==> src/rtl/nios2_oci_dct_packer.sv <==
// Debug-trace fragment packer: packs FRAG_W-bit fragments LSB-first into a
// DEPTH-slot accumulator, hands each full (or flushed partial) buffer to a held
// valid/ready output register, and signals a sticky end of test after draining.
module nios2_oci_dct_packer #(
    parameter int unsigned FRAG_W = 2,
    parameter int unsigned DEPTH  = 15,
    parameter int unsigned DROP_W = 16,
    localparam int unsigned CNT_W = $clog2(DEPTH + 1)
) (
    input  logic                      i_clk,
    input  logic                      i_reset,
    input  logic                      i_frag_valid,
    input  logic [FRAG_W-1:0]         i_frag_data,
    output logic                      o_frag_ready,
    input  logic                      i_test_ending,
    input  logic                      i_out_ready,
    output logic                      o_out_valid,
    output logic [FRAG_W*DEPTH-1:0]   o_dct_buffer,
    output logic [CNT_W-1:0]          o_dct_count,
    output logic                      o_out_partial,
    output logic                      o_test_has_ended,
    output logic [DROP_W-1:0]         o_drop_count
);

    localparam int unsigned BUF_W = FRAG_W * DEPTH;
    localparam logic [CNT_W-1:0] CNT_FULL = CNT_W'(DEPTH);
    localparam logic [DROP_W-1:0] DROP_MAX = {DROP_W{1'b1}};

    typedef enum logic [1:0] {
        ST_RUN   = 2'd0,
        ST_FLUSH = 2'd1,
        ST_ENDED = 2'd2
    } state_t;

    state_t             r_state;
    state_t             w_state_next;

    logic [BUF_W-1:0]   r_acc;
    logic [BUF_W-1:0]   w_acc_next;
    logic [BUF_W-1:0]   w_acc_masked;
    logic [CNT_W-1:0]   r_acc_cnt;
    logic [CNT_W-1:0]   w_acc_cnt_next;

    logic               r_out_valid;
    logic [BUF_W-1:0]   r_dct_buffer;
    logic [CNT_W-1:0]   r_dct_count;
    logic               r_out_partial;
    logic               r_test_has_ended;
    logic [DROP_W-1:0]  r_drop_count;

    logic               w_acc_full;
    logic               w_frag_ready;
    logic               w_accept;
    logic               w_out_free;
    logic               w_xfer;

    // Handshake and transfer decode, all derived from registered state.
    always_comb begin
        w_acc_full   = (r_acc_cnt == CNT_FULL);
        w_frag_ready = (r_state == ST_RUN) && (r_acc_cnt < CNT_FULL);
        w_accept     = i_frag_valid && w_frag_ready;
        w_out_free   = !r_out_valid || i_out_ready;
        w_xfer       = (w_acc_full || ((r_state == ST_FLUSH) && (r_acc_cnt != '0)))
                       && w_out_free;
    end

    // State register.
    always_ff @(posedge i_clk) begin
        if (i_reset) begin
            r_state <= ST_RUN;
        end else begin
            r_state <= w_state_next;
        end
    end

    // Next-state logic: RUN -> FLUSH on end request, FLUSH -> ENDED once drained.
    always_comb begin
        w_state_next = r_state;
        case (r_state)
            ST_RUN: begin
                if (i_test_ending) begin
                    w_state_next = ST_FLUSH;
                end
            end
            ST_FLUSH: begin
                if ((r_acc_cnt == '0) && !r_out_valid) begin
                    w_state_next = ST_ENDED;
                end
            end
            ST_ENDED: begin
                w_state_next = ST_ENDED;
            end
            default: begin
                w_state_next = ST_RUN;
            end
        endcase
    end

    // Accumulator next value: clear on transfer, otherwise write the accepted slot.
    always_comb begin
        w_acc_next     = r_acc;
        w_acc_cnt_next = r_acc_cnt;
        if (w_xfer) begin
            w_acc_next     = '0;
            w_acc_cnt_next = '0;
        end else if (w_accept) begin
            for (int unsigned k = 0; k < DEPTH; k++) begin
                if (r_acc_cnt == CNT_W'(k)) begin
                    w_acc_next[k*FRAG_W +: FRAG_W] = i_frag_data;
                end
            end
            w_acc_cnt_next = r_acc_cnt + CNT_W'(1);
        end
    end

    // Outgoing image of the accumulator with unused slots forced to zero.
    always_comb begin
        w_acc_masked = '0;
        for (int unsigned k = 0; k < DEPTH; k++) begin
            if (CNT_W'(k) < r_acc_cnt) begin
                w_acc_masked[k*FRAG_W +: FRAG_W] = r_acc[k*FRAG_W +: FRAG_W];
            end
        end
    end

    // Accumulator registers.
    always_ff @(posedge i_clk) begin
        if (i_reset) begin
            r_acc     <= '0;
            r_acc_cnt <= '0;
        end else begin
            r_acc     <= w_acc_next;
            r_acc_cnt <= w_acc_cnt_next;
        end
    end

    // Output register: reload on transfer, drop valid on a plain handshake.
    always_ff @(posedge i_clk) begin
        if (i_reset) begin
            r_out_valid   <= 1'b0;
            r_dct_buffer  <= '0;
            r_dct_count   <= '0;
            r_out_partial <= 1'b0;
        end else if (w_xfer) begin
            r_out_valid   <= 1'b1;
            r_dct_buffer  <= w_acc_masked;
            r_dct_count   <= r_acc_cnt;
            r_out_partial <= (r_acc_cnt < CNT_FULL);
        end else if (r_out_valid && i_out_ready) begin
            r_out_valid   <= 1'b0;
        end
    end

    // Sticky end-of-test flag, set on entry to ENDED.
    always_ff @(posedge i_clk) begin
        if (i_reset) begin
            r_test_has_ended <= 1'b0;
        end else if (w_state_next == ST_ENDED) begin
            r_test_has_ended <= 1'b1;
        end
    end

    // Saturating count of cycles where an offered fragment was refused.
    always_ff @(posedge i_clk) begin
        if (i_reset) begin
            r_drop_count <= '0;
        end else if (i_frag_valid && !w_frag_ready && (r_drop_count != DROP_MAX)) begin
            r_drop_count <= r_drop_count + DROP_W'(1);
        end
    end

    assign o_frag_ready     = w_frag_ready;
    assign o_out_valid      = r_out_valid;
    assign o_dct_buffer     = r_dct_buffer;
    assign o_dct_count      = r_dct_count;
    assign o_out_partial    = r_out_partial;
    assign o_test_has_ended = r_test_has_ended;
    assign o_drop_count     = r_drop_count;

endmodule

==> config.mk <==
export PLATFORM = sky130hd
export DESIGN_NAME = nios2_oci_dct_packer
export DESIGN_NICKNAME = d
export VERILOG_FILES = /design/src/rtl/nios2_oci_dct_packer.sv
export SDC_FILE = /design/constraint.sdc
export NUM_CORES = 1
export LEC_CHECK = 0
export CAP_MARGIN = 15
export CORE_ASPECT_RATIO = 2
export CORE_MARGIN = 3
export CORE_UTILIZATION = 45
export CTS_CLUSTER_SIZE = 25
export DETAILED_ROUTE_END_ITERATION = 10
export GPL_ROUTABILITY_DRIVEN = 0
export GPL_TIMING_DRIVEN = 1
export PLACE_DENSITY_LB_ADDON = 0.1
export SLEW_MARGIN = 20
export SYNTH_ARGS = -nofsm -noshare
export SYNTH_HDL_FRONTEND = slang
export SYNTH_SLANG_ARGS = --single-unit
==> constraint.sdc <==
create_clock -name i_clk -period 2.6 [get_ports i_clk]
set_input_delay 0.52 -clock i_clk [delete_from_list [all_inputs] [get_ports i_clk]]
set_output_delay 0.52 -clock i_clk [all_outputs]
set_load 0.03 [all_outputs]
==> results.json <==
{
  "worstPathMaxFanout": 8,
  "firstDrtPassIters": 4,
  "ys_ff_latch": 89,
  "port_buffers": 60,
  "ys_seq_area_frac": 0.489,
  "worst_r2r_path_depth": 5,
  "ys.warnings.count": 0,
  "worstHoldPathCells": 2,
  "criticalPathCategory": "flop to output port",
  "cts_tree": "built",
  "fin_worst_skew_ps": 4.03,
  "syn_to_final_growth_pct": 31.2,
  "clkLatencyLatePin_ps": 330,
  "ir_drop_mv": 0.513,
  "cts_made_buffers": 9,
  "clock_sink_count": 89,
  "via_per_inst": 5.74,
  "cts_root_buf": "clkbuf_16",
  "cts_buffer_depth": 2,
  "finalCritPeriodShare": 0.927,
  "rrSetupSlack_ps": 280,
  "dieHeight_um": 133,
  "cp.arrival_ps": 1890,
  "place_area_sq_mm": 0.00442,
  "postCtsHoldBufs": 0,
  "num_rows": 45,
  "start_util": 0.473,
  "tightest_slew_ps": 607,
  "critPathCaptureType": "output port",
  "slew_headroom": 0.594,
  "htree_levels": 3,
  "stdcell_area_sq_mm": 0.00478,
  "grt_pass1_vias": 3009,
  "core_sq_mm": 0.00771,
  "ios": 61,
  "drt_wl_total_um": 8850,
  "hp-class": "flop to flop",
  "stdcell_count": 530,
  "netlist_area_sq_mm": 0.00365,
  "nets": 443,
  "maxCapViolCount": 0,
  "synth.distinct_cells": 47,
  "synth-edff-count": 0,
  "status": "finished, final reports clean",
  "synth_top_area_frac": 0.489,
  "hpwl_um": 6380,
  "rsz0062_at_grt": "false",
  "antenna_found_initial": 0,
  "timing.hold.ws_ps": 454,
  "p_leak_nw": 1.96,
  "finalWorstPathRequiredPeriod_ps": 2410,
  "synthArstFlopShare": 0,
  "grt_pass1_wl_um": 14700,
  "grt_max_degree": 35,
  "max_freq_mhz": 415,
  "syn_avg_cell_area_sq_um": 9.93,
  "cts-resized-gates": 1,
  "post-cts-setup-buffer-count": 0,
  "fp.dieW_um": 69.7,
  "setup_violations": 0,
  "wire_per_inst_um": 16.7,
  "drv_slew": 0,
  "dpl.cell_count": 513,
  "finalHoldViolCount": 0,
  "tns_ps": 0,
  "syn_inst": 367,
  "grt_usage": 0.197,
  "num_vias": 3043,
  "ys_top_cells_by_count": "dfxtp_1 (89), nor2_1 (38), mux2i_1 (30)",
  "synth_ff_type": "dfxtp_1",
  "grt_overflow": 0,
  "netlist_top_cells_area": "dfxtp_1 (49%), mux2i_1 (8.2%), a32o_1 (6.6%), nor2_1 (3.9%), nand3_1 (3.2%)",
  "p_per_area_mw_per_mm2": 668,
  "dieArea_sq_mm": 0.00928,
  "syn_nets": 379,
  "clk_pin_slew_worst_paths_ps": 60,
  "power_mw": 3.20,
  "synth_top_area_cell": "dfxtp_1",
  "drc": 0,
  "antenna_cells": 0,
  "ant_nets": 0,
  "cp-start-kind": "flop",
  "drt_iter0_markers": 152,
  "synth_most_common_cell": "dfxtp_1",
  "layout-drive-gt1-share": 0.101,
  "critPathRequiredTime_ps": 2080
}
-- worst paths after layout --
path	end	start
max	o_frag_ready	r_acc_cnt[1]
min	o_test_has_ended	o_test_has_ended
max reg2reg	o_drop_count[15]	r_acc_cnt[1]
min reg2reg	o_test_has_ended	o_test_has_ended
-- per-stage QoR --
step | setup WS [ps] | utilization
after floorplan | 385 | -
after global placement | 217 | 0.574
after detailed placement | 164 | 0.574
after CTS | 165 | 0.618
after global routing | 93.7 | 0.620
final | 190 | 0.620
-- placed cells by master (no fill, tap or decap), types with 2 or more instances in the layout --
master,instances
nand2_1,8
or3_1,4
bufinv_16,3
nor3_1,3
buf_4,19
nand3_1,23
a21oi_1,17
a211oi_1,2
o21a_1,4
nor2b_1,9
o21ai_0,4
and3_1,8
nor2_1,38
nor4_1,2
ha_1,5
dfxtp_1,89
a32o_1,24
nand2b_1,3
clkbuf_16,9
nand4b_1,4
a22o_1,10
mux2i_1,30
inv_1,7
o31ai_1,8
clkdlybuf4s50_1,59
nand4_1,6
or4_1,8
a21o_1,3
-- where the power goes --
part           leakage [nW]  internal [mW]  total [mW]  switching, mW
combinational          1.08          0.115       0.303          0.188
clock                 0.166          0.964        1.48          0.512
sequential            0.718           1.39        1.42         0.0271
total                  1.96           2.47        3.20          0.728
-- flip-flops by register name (all words and copies together), names as in the netlist --
| signal | flops |
|---|---|
| o_out_valid | 1 |
| r_acc_cnt | 4 |
| r_state | 2 |
| o_dct_buffer | 30 |
| o_test_has_ended | 1 |
| o_drop_count | 16 |
| o_dct_count | 4 |
| r_acc | 30 |
| o_out_partial | 1 |
-- routing by layer --
layer | GRT usage | routed length, um | up-vias
met5 | 0 | 0 | -
met4 | 0.0810 | 231 | 0
met3 | 0.0514 | 331 | 15
met2 | 0.353 | 4900 | 68
met1 | 0.217 | 3390 | 1460
li1 | - | - | 1500
-- cell families (layout without fill, tap and decap cells) --
group,after synthesis,in the layout,synth area share
muxes,31,31,0.0854
buffers and inverters,35,104,0.0402
AOI/OAI and AO/OA,81,81,0.178
adders and majority gates,5,5,0.0172
xor gates and xnor gates,2,2,0.00481
and+or+nand+nor,124,124,0.185
DFF,89,89,0.489
-- final cells by class --
| class | instances | area (sq um) |
|---|---|---|
| well taps | 94 | 118 |
| clock buffers | 11 | 243 |
| flip-flops and latches | 89 | 1780 |
| clock inverters | 5 | 103 |
| multi-input cells | 243 | 1740 |
| inverters | 7 | 26.3 |
| fillers | 661 | 2930 |
| repair buffers | 81 | 777 |
-- critical path, stage by stage, from the launching register on --
cell	delay [ps]
dfxtp_1	390
ha_1	310
a311oi_2	420
dlygate4sd2_1	450
No activity file was read; power rests on OpenSTA's default activity.
